## src/rtl/inverter_sequencer.sv

```systemverilog
// inverter_sequencer: soft-start, gating and over-voltage trip sequencer.
// Optional auto-retry: define INVERTER_SEQ_AUTO_RETRY_EN.
module inverter_sequencer #(
    parameter int AW            = 12,
    parameter int RAMP_STEP     = 1,
    parameter int OV_LIMIT      = 1920,
    parameter int OV_CNT        = 4,
    parameter int RETRY_TICKS   = 100000,
    parameter int RUN_CLR_TICKS = 100000
) (
    input  logic                 clk,
    input  logic                 rst,
    input  logic                 tick,
    input  logic                 enable,
    input  logic                 clear_fault,
    input  logic signed [AW-1:0] amp_target,
    input  logic signed [AW-1:0] volt_fb,
    output logic signed [AW-1:0] amp_out,
    output logic                 ctrl_rst,
    output logic                 bridge_en,
    output logic                 fault,
    output logic                 ready,
    output logic [1:0]           state
);

    typedef enum logic [1:0] {
        S_IDLE  = 2'd0,
        S_RAMP  = 2'd1,
        S_RUN   = 2'd2,
        S_FAULT = 2'd3
    } state_t;

    localparam logic signed [AW:0] STEP    = (AW+1)'(RAMP_STEP);
    localparam logic signed [AW:0] LIMIT   = (AW+1)'(OV_LIMIT);
    localparam logic [7:0]         CNT_MAX = 8'(OV_CNT);

    if (RAMP_STEP < 1 || OV_CNT < 1 || OV_CNT > 255 ||
        RETRY_TICKS < 1 || RUN_CLR_TICKS < 1) begin : g_bad_cfg
        $error("inverter_sequencer: illegal parameter set");
    end

    state_t                st_q, st_d;
    logic signed [AW-1:0]  amp_d;
    logic [7:0]            ov_q, ov_d, ov_inc;
    logic signed [AW:0]    tgt, amp_w, fb_w, fb_abs;
    logic signed [AW:0]    up, dn, step_v;
    logic                  over, trip;

`ifdef INVERTER_SEQ_AUTO_RETRY_EN
    localparam int RTW = $clog2(RETRY_TICKS + 1);
    localparam int RCW = $clog2(RUN_CLR_TICKS + 1);
    localparam logic [RTW-1:0] RT_LAST = RTW'(RETRY_TICKS - 1);
    localparam logic [RCW-1:0] RC_LAST = RCW'(RUN_CLR_TICKS - 1);
    localparam logic [RCW-1:0] RC_MAX  = RCW'(RUN_CLR_TICKS);

    logic [RTW-1:0] rt_q, rt_d;
    logic [RCW-1:0] rc_q, rc_d;
    logic [1:0]     nr_q, nr_d;
`endif

    // Target clamp, |fb| and saturating ramp step, all in AW+1 bits
    always_comb begin
        tgt    = amp_target[AW-1] ? '0 : {1'b0, amp_target};
        amp_w  = {amp_out[AW-1], amp_out};
        fb_w   = {volt_fb[AW-1], volt_fb};
        fb_abs = fb_w[AW] ? -fb_w : fb_w;
        over   = fb_abs > LIMIT;
        ov_inc = (ov_q == CNT_MAX) ? ov_q : ov_q + 8'd1;
        up     = amp_w + STEP;
        dn     = amp_w - STEP;
        if (amp_w < tgt)
            step_v = (up > tgt) ? tgt : up;
        else if (amp_w > tgt)
            step_v = (dn < tgt) ? tgt : dn;
        else
            step_v = amp_w;
    end

    // Next state: OV trip beats enable drop beats ramp/run update
    always_comb begin
        st_d  = st_q;
        amp_d = amp_out;
        ov_d  = ov_q;
        trip  = 1'b0;
`ifdef INVERTER_SEQ_AUTO_RETRY_EN
        rt_d  = (st_q == S_FAULT) ? rt_q : '0;
        rc_d  = (st_q == S_RUN) ? rc_q : '0;
        nr_d  = nr_q;
`endif
        unique case (st_q)
            S_IDLE: begin
                amp_d = '0;
                ov_d  = '0;
                if (enable)
                    st_d = S_RAMP;
            end
            S_RAMP, S_RUN: begin
                if (tick) begin
                    ov_d = over ? ov_inc : '0;
                    trip = over && (ov_inc == CNT_MAX);
                end
`ifdef INVERTER_SEQ_AUTO_RETRY_EN
                if (st_q == S_RUN && tick) begin
                    if (rc_q != RC_MAX)
                        rc_d = rc_q + 1'b1;
                    if (rc_q == RC_LAST || rc_q == RC_MAX)
                        nr_d = '0;
                end
`endif
                if (trip) begin
                    st_d  = S_FAULT;
                    amp_d = '0;
                end else if (!enable) begin
                    st_d  = S_IDLE;
                    amp_d = '0;
                    ov_d  = '0;
                end else if (st_q == S_RAMP) begin
                    if (tick) begin
                        amp_d = step_v[AW-1:0];
                        if (step_v == tgt)
                            st_d = S_RUN;
                    end
                end else if (tgt != amp_w) begin
                    st_d = S_RAMP;
                end
            end
            S_FAULT: begin
                amp_d = '0;
                if (clear_fault && !enable)
                    st_d = S_IDLE;
`ifdef INVERTER_SEQ_AUTO_RETRY_EN
                if (clear_fault && !enable) begin
                    nr_d = '0;
                end else if (tick && nr_q != 2'd3) begin
                    if (rt_q == RT_LAST) begin
                        st_d = S_IDLE;
                        nr_d = nr_q + 2'd1;
                    end else begin
                        rt_d = rt_q + 1'b1;
                    end
                end
`endif
            end
            default: st_d = S_IDLE;
        endcase
    end

    // State and registered outputs, all updated on the same edge
    always_ff @(posedge clk) begin
        if (rst) begin
            st_q      <= S_IDLE;
            amp_out   <= '0;
            ov_q      <= '0;
            ctrl_rst  <= 1'b1;
            bridge_en <= 1'b0;
            fault     <= 1'b0;
            ready     <= 1'b0;
        end else begin
            st_q      <= st_d;
            amp_out   <= amp_d;
            ov_q      <= ov_d;
            ctrl_rst  <= (st_d == S_IDLE) || (st_d == S_FAULT);
            bridge_en <= (st_d == S_RAMP) || (st_d == S_RUN);
            fault     <= (st_d == S_FAULT);
            ready     <= (st_d == S_RUN);
        end
    end

`ifdef INVERTER_SEQ_AUTO_RETRY_EN
    // Retry hold-off timer, RUN-time qualifier and retry budget
    always_ff @(posedge clk) begin
        if (rst) begin
            rt_q <= '0;
            rc_q <= '0;
            nr_q <= '0;
        end else begin
            rt_q <= rt_d;
            rc_q <= rc_d;
            nr_q <= nr_d;
        end
    end
`endif

    assign state = st_q;

endmodule

```

## config.mk

```make
export PLATFORM = sky130hd
export DESIGN_NAME = inverter_sequencer
export DESIGN_NICKNAME = d
export VERILOG_FILES = /design/src/rtl/inverter_sequencer.sv
export SDC_FILE = /design/constraint.sdc
export NUM_CORES = 1
export LEC_CHECK = 0
export CAP_MARGIN = 30
export CORE_MARGIN = 2
export CORE_UTILIZATION = 40
export CTS_CLUSTER_SIZE = 20
export DETAILED_ROUTE_END_ITERATION = 12
export MAX_ROUTING_LAYER = met4
export PLACE_DENSITY_LB_ADDON = 0.12
export SLEW_MARGIN = 0
export SYNTH_ARGS = -nofsm -noshare
export SYNTH_HDL_FRONTEND = slang
export SYNTH_SLANG_ARGS = --single-unit
```

## constraint.sdc

```tcl
create_clock -name clk -period 7 [get_ports clk]
set_clock_uncertainty 0.05 [all_clocks]
set_input_delay 1.4 -clock clk [delete_from_list [all_inputs] [get_ports clk]]
set_output_delay 1.4 -clock clk [all_outputs]
set_load 0.1 [all_outputs]
```

Word level (Yosys, flattened, before mapping)
Index checks and enable logic that the tools add are counted.
- flip-flop bits (word level): 26
- output and inout bits: 18
- word-level logic and storage cells: 67
- add/subtract/negate cells: 4
- $lt $le $gt $ge: 5
- equality and inequality tests: 12
- muxes and demuxes: 28
- reduce and logical (&&, ||, !) cells: 11
- operators with widths (kind ; count):
    13-bit 2-to-1 mux ; 5
    12-bit 2-to-1 mux ; 4
    8-bit 2-to-1 mux ; 5
    12-bit one-hot mux with 2 select lines ; 1
    8-bit by 3-bit == test with 1-bit output (second input constant) ; 2
    2-bit 2-to-1 mux ; 8
    8-bit one-hot mux with 2 select lines ; 1
    12-bit by 2-bit adder with 13-bit output (second input constant) ; 1
    13-bit by 12-bit == test with 1-bit output ; 1
    13-bit by 12-bit greater-than comparator with 1-bit output ; 1
    13-bit by 12-bit greater-than comparator with 1-bit output (second input constant) ; 1
    13-bit by 12-bit < comparator with 1-bit output ; 1
    12-bit negation with 13-bit output ; 1
    12-bit by 2-bit subtractor with 13-bit output (second input constant) ; 1
    12-bit greater-than comparator ; 1
    12-bit < comparator ; 1
    12-bit inequality test ; 1
    11-bit 2-to-1 mux ; 1
    8-bit by 1-bit adder with 8-bit output (second input constant) ; 1
    2-bit == test (second input constant) ; 4
    4-bit inequality test (second input constant) ; 2
    2-bit one-hot mux with 3 select lines ; 1
    2-bit by 1-bit == test with 1-bit output (second input constant) ; 2
    2-bit logical NOT ; 2
    7 further kinds ; 11

Longest topological paths before layout
- depth after elaboration: 14
- depth in mapped cells: 27
- gate-level depth less buffers: 25

Worst setup path before layout
Ideal clock, no wire load.
- path kind: reg2reg
- start: register amp_out[0]
- end: register ctrl_rst
- arrival time: 5171 ps
- required time: 6836 ps
- setup slack: 1665 ps
- stages on the path, launching flop included: 26
- buffers on the path: 3
- clock period less this slack: 5335 ps
- cell sequence: dfxtp_1 buf_6 inv_1 ha_1 nor3b_4 nand3_1 or3_1 buf_2 xnor2_1 ha_1 and3_1 a221oi_1 and4bb_2 ha_1 inv_1 clkbuf_8 a21oi_1 nor2_1 a21oi_1 o32ai_1 o21ai_0 o211a_4 o21a_1 ha_1 nor2_1 inv_1
- cells in the longest elaborated chain, start to end: 14
- elaborated cells on any way between the ends: 22
- those cells by class: add/sub: 2; order compare: 4; eq/ne: 3; mux: 11; reduce/logical: 2
- ends and longest elaborated chain (element ; RTL line ; text):
    start, declared ; 18 ; output logic signed [AW-1:0] amp_out,
    start signal, assigned ; 160 ; amp_out <= amp_d;
    12-bit by 2-bit subtractor with 13-bit output ; 70 ; dn = amp_w - STEP;
    13-bit by 12-bit < comparator with 1-bit output ; 74 ; step_v = (dn < tgt) ? tgt : dn;
    13-bit 2-to-1 mux ; 74 ;
    13-bit 2-to-1 mux ; 73 ; else if (amp_w > tgt)
    13-bit 2-to-1 mux ; 71 ; if (amp_w < tgt)
    13-bit by 12-bit == test with 1-bit output ; 120 ; if (step_v == tgt)
    2-bit 2-to-1 mux ; 120 ;
    2-bit 2-to-1 mux ; 118 ; if (tick) begin
    2-bit 2-to-1 mux * ; 117 ; end else if (st_q == S_RAMP) begin
    2-bit 2-to-1 mux * ; 113 ; end else if (!enable) begin
    2-bit 2-to-1 mux * ; 110 ; if (trip) begin
    2-bit one-hot mux with 3 select lines * ; 90 ; unique case (st_q)
    2-bit == test or 2-bit logical NOT (tied branches) ; 162 ; ctrl_rst <= (st_d == S_IDLE) || (st_d == S_FAULT);
    1-bit logical OR * ; 162 ;
    end signal, assigned ; 162 ;
    end, declared ; 19 ; output logic ctrl_rst,
Every way passes the cells marked *; elsewhere a longest branch is shown, timed or not.
A chain may end at the register's enable or synchronous reset.

Worst setup path in the final report
- start: input amp_target[11]
- end: register ctrl_rst
- cells in the longest elaborated chain, start to end: 14
- elaborated cells on any way between the ends: 21
- those cells by class: order compare: 4; eq/ne: 3; mux: 12; reduce/logical: 2
- ends and longest elaborated chain (element ; RTL line ; text):
    start, declared ; 16 ; input logic signed [AW-1:0] amp_target,
    11-bit 2-to-1 mux * ; 63 ; tgt = amp_target[AW-1] ? '0 : {1'b0, amp_target};
    13-bit by 12-bit < comparator with 1-bit output ; 74 ;
    13-bit 2-to-1 mux ; 74 ;
    13-bit 2-to-1 mux ; 73 ;
    13-bit 2-to-1 mux ; 71 ;
    13-bit by 12-bit == test with 1-bit output ; 120 ;
    2-bit 2-to-1 mux ; 120 ;
    2-bit 2-to-1 mux ; 118 ;
    2-bit 2-to-1 mux * ; 117 ;
    2-bit 2-to-1 mux * ; 113 ;
    2-bit 2-to-1 mux * ; 110 ;
    2-bit one-hot mux with 3 select lines * ; 90 ;
    2-bit == test or 2-bit logical NOT (tied branches) ; 162 ;
    1-bit logical OR * ; 162 ;
Marked as above.

==> flow_summary.json <==
{
  "firstDrtPassIters": 5,
  "grt_max_degree": 25,
  "post_synth_xor_area_fraction_pct": 7.94,
  "all_layer_global_routing_usage_pct": 22.8,
  "yosysTopAreaCell": "sky130_fd_sc_hd__ha_1",
  "synth.most_common_cell": "sky130_fd_sc_hd__nor2_1",
  "power.leakage_nw": 1.82,
  "floorplan_die_area_um2": 11000,
  "die_w_um": 105,
  "cts.hold.buffers_added": 0,
  "finalWirelength_mm": 12.5,
  "ctsHtreeMaxLevel": 1,
  "post_synth_inst_count": 552,
  "end_kind": "register",
  "layout-drive-gt1-share_pct": 6.96,
  "dr_wl_cell_um": 17.6,
  "totalPowerFinal_mw": 0.511,
  "cp_class": "input port to register",
  "grt_setup_unrepaired": "false",
  "fp.dieH_um": 105,
  "gp_congestion": 0.925,
  "dominant_combinational_cell_family_by_area_after_synthesis": "compound AO/OA/AOI/OAI gates",
  "grt_first_pass_wirelength_mm": 20.2,
  "vias_per_cell": 5.93,
  "synth_sequential_area_ratio_pct": 12.7,
  "antenna_found_initial": 0,
  "synthDominantCellAreaShare_pct": 13.5,
  "cp-start-kind": "input port",
  "synth_fa_ha_area_share_pct": 13.5,
  "p_per_area_nw_per_um2": 110,
  "max_cap_viol_count": 0,
  "finalHoldViolCount": 0,
  "worst_pin_slew_ns": 1.00,
  "worst_ep_required_time_ns": 7.12,
  "flow.area_growth_from_synthesis_pct": 14.1,
  "finalSetupViolations": 0,
  "synth_top_cells_by_count": "sky130_fd_sc_hd__nor2_1, sky130_fd_sc_hd__ha_1, sky130_fd_sc_hd__o21ai_0",
  "netlist_top_cells_area": "sky130_fd_sc_hd__ha_1, sky130_fd_sc_hd__dfxtp_1, sky130_fd_sc_hd__xnor2_1",
  "clockBufferDepth": 2,
  "minimum_period_implied_by_the_final_worst_setup_slack_ns": 6.00,
  "first_iter_violations": 302,
  "synth-main-ff-cell": "sky130_fd_sc_hd__dfxtp_1",
  "ant_nets": 0,
  "synthesis.area_um2": 4080,
  "post_synth_simple_gate_area_pct": 27.3,
  "cts_buffer_count": 3,
  "fp.coreArea_um2": 9820,
  "finalNetCount": 649,
  "antenna_cells_inserted": 0,
  "detail_route.drc_violations": 0,
  "result_of_the_run": "finished, final reports clean",
  "yosys_warnings": 0,
  "dp_worst_setup_slack_ns": 0.739,
  "final.period_utilization_pct": 85.7,
  "max_clock_freq_mhz": 167,
  "cts-resized-gates": 0,
  "dp_hpwl_mm": 9.62,
  "post-cts-setup-buffers": 0,
  "io_pins": 47,
  "synth_seq_cells": 26,
  "edff_count_synth": 0,
  "final_cell_count_no_fill": 708,
  "worstPathMaxFanout": 11,
  "timing.final.ws_setup_ns": 1.00,
  "worstSkewPairLatency_ns": 0.27,
  "synth-compound-area-share_pct": 28.6,
  "flop2flop_setup_slack_ns": 1.29,
  "postSynthNetCount": 625,
  "fraction_of_synthesis_flops_using_an_asynchronous_set_or_reset_pin_pct": 0,
  "synth_cell_types": 81,
  "dp_cells": 704,
  "first_global_vias": 3922,
  "clk_pin_slew_worst_paths_ns": 0.10,
  "cts_tree": "yes",
  "routed-via-count": 4201,
  "floorplan.rows": 36,
  "cts.sink_count": 26,
  "syn-mean-instance-area_um2": 7.40,
  "vdd_ir_drop_max_mv": 0.0602,
  "ctsRootBufferMaster": "sky130_fd_sc_hd__clkbuf_8",
  "cp.arrival_ns": 6.12,
  "headroom_to_the_max_slew_limit_pct": 33.0,
  "starting_density_pct": 41.6,
  "drv_slew": 0,
  "synth.mux.area_fraction_pct": 2.02,
  "min_path_type": "register to register",
  "numPortBuffers": 46,
  "grt-ovfl-total": 0,
  "setup_tns_ns": 0
}
power by group:
| group | switching (mW) | total [mW] | internal, mW | leakage, nW |
|---|---|---|---|---|
| Clock | 0.0503 | 0.127 | 0.0765 | 0.0357 |
| Combinational | 0.140 | 0.228 | 0.0886 | 1.57 |
| Sequential | 0.00504 | 0.156 | 0.151 | 0.210 |
| Total | 0.195 | 0.511 | 0.316 | 1.82 |
through the flow:
stage	area [um2]	utilization, %	hold slack [ns]
floorplan	4080	-	0.438
global placement	4590	46.7	0.469
detailed placement	4590	46.7	0.470
CTS	4660	47.4	0.496
global route	4660	47.4	0.525
finish	4660	47.4	0.495
worst max-delay path: stages:
cell and delay [ns]:
sky130_fd_sc_hd__clkdlybuf4s50_1 0.63, sky130_fd_sc_hd__nor2b_1 0.20, sky130_fd_sc_hd__buf_4 0.16, sky130_fd_sc_hd__inv_1 0.08, sky130_fd_sc_hd__ha_1 0.29, sky130_fd_sc_hd__nor2b_1 0.13
sky130_fd_sc_hd__o21a_1 0.16, sky130_fd_sc_hd__o21a_1 0.16, sky130_fd_sc_hd__o21ai_0 0.16, sky130_fd_sc_hd__nand2b_1 0.08, sky130_fd_sc_hd__a21oi_1 0.15, sky130_fd_sc_hd__nor2b_1 0.06
sky130_fd_sc_hd__o211ai_1 0.16, sky130_fd_sc_hd__and4bb_2 0.24, sky130_fd_sc_hd__ha_1 0.24, sky130_fd_sc_hd__inv_1 0.26, sky130_fd_sc_hd__a21oi_1 0.14, sky130_fd_sc_hd__nor2_1 0.12
sky130_fd_sc_hd__a21oi_1 0.07, sky130_fd_sc_hd__o32ai_1 0.23, sky130_fd_sc_hd__o21ai_0 0.15, sky130_fd_sc_hd__o211a_4 0.20, sky130_fd_sc_hd__o21a_1 0.21, sky130_fd_sc_hd__ha_1 0.27
sky130_fd_sc_hd__nor2_1 0.13, sky130_fd_sc_hd__inv_1 0.07
logic make-up (layout without fill, tap and decap cells):
family,count (synthesis),count (layout)
mux,8,8
buf+inv,69,92
simple gates,197,197
fa+ha+maj,44,44
xor+xnor,37,37
flops,26,26
compound gates,171,171
path summary, 6_finish.rpt:
kind / cells past startpoint / from / endpoint
hold / removal: 2 / ov_q[7] / ov_q[7]
hold reg to reg: 2 / ov_q[7] / ov_q[7]
setup reg to reg: 22 / amp_out[0] / ctrl_rst
setup / recovery: 26 / amp_target[11] / ctrl_rst
cell usage in the layout, fill, tap and decap left out, types with 3 or more instances in the layout:
cell type	instances
sky130_fd_sc_hd__or3_1	9
sky130_fd_sc_hd__nor2b_1	10
sky130_fd_sc_hd__clkdlybuf4s50_1	46
sky130_fd_sc_hd__a211oi_1	10
sky130_fd_sc_hd__nor3b_1	4
sky130_fd_sc_hd__a21oi_1	37
sky130_fd_sc_hd__nor3_1	15
sky130_fd_sc_hd__inv_1	31
sky130_fd_sc_hd__o22ai_1	11
sky130_fd_sc_hd__a221oi_1	4
sky130_fd_sc_hd__xnor2_1	26
sky130_fd_sc_hd__a21o_1	3
sky130_fd_sc_hd__a22oi_1	4
sky130_fd_sc_hd__a31oi_1	8
sky130_fd_sc_hd__nand3b_1	5
sky130_fd_sc_hd__buf_4	9
sky130_fd_sc_hd__nand2b_1	11
sky130_fd_sc_hd__nand4_1	10
sky130_fd_sc_hd__clkbuf_8	3
sky130_fd_sc_hd__nand2_1	34
sky130_fd_sc_hd__nand3_1	9
sky130_fd_sc_hd__xor2_1	11
sky130_fd_sc_hd__o31ai_1	6
sky130_fd_sc_hd__nor2_1	51
sky130_fd_sc_hd__or4_4	3
sky130_fd_sc_hd__and3_1	15
sky130_fd_sc_hd__mux2i_1	6
sky130_fd_sc_hd__dfxtp_1	26
sky130_fd_sc_hd__ha_1	44
sky130_fd_sc_hd__o21a_1	6
sky130_fd_sc_hd__o211ai_1	5
sky130_fd_sc_hd__o21ai_0	44
sky130_fd_sc_hd__o32ai_1	3
state kept, by name, summed over array words and instances (netlist names):
register,cells
amp_out,12
ov_q,8
state,2
bridge_en,1
ctrl_rst,1
fault,1
ready,1
area by class of cell:
| type | count | area, um2 |
|---|---|---|
| fill | 1038 | 5160 |
| multi-input combinational | 457 | 3250 |
| tap | 133 | 166 |
| clock inverter | 1 | 30.0 |
| timing repair buffer | 55 | 528 |
| inverter | 33 | 124 |
| clock buffer | 3 | 41.3 |
| sequential | 26 | 520 |
per-layer routing:
metal / global-route usage, % / part of all wire, % / up-vias / routed length [um]
li1: - / - / 2079 / -
met1: 28.7 / 44 / 1981 / 5470
met2: 39.5 / 50 / 123 / 6170
met3: 2.25 / 5.1 / 18 / 631
met4: 4.67 / 1.4 / 0 / 178
met5: - / 0 / - / 0
No activity file was read; power rests on OpenSTA's default activity.
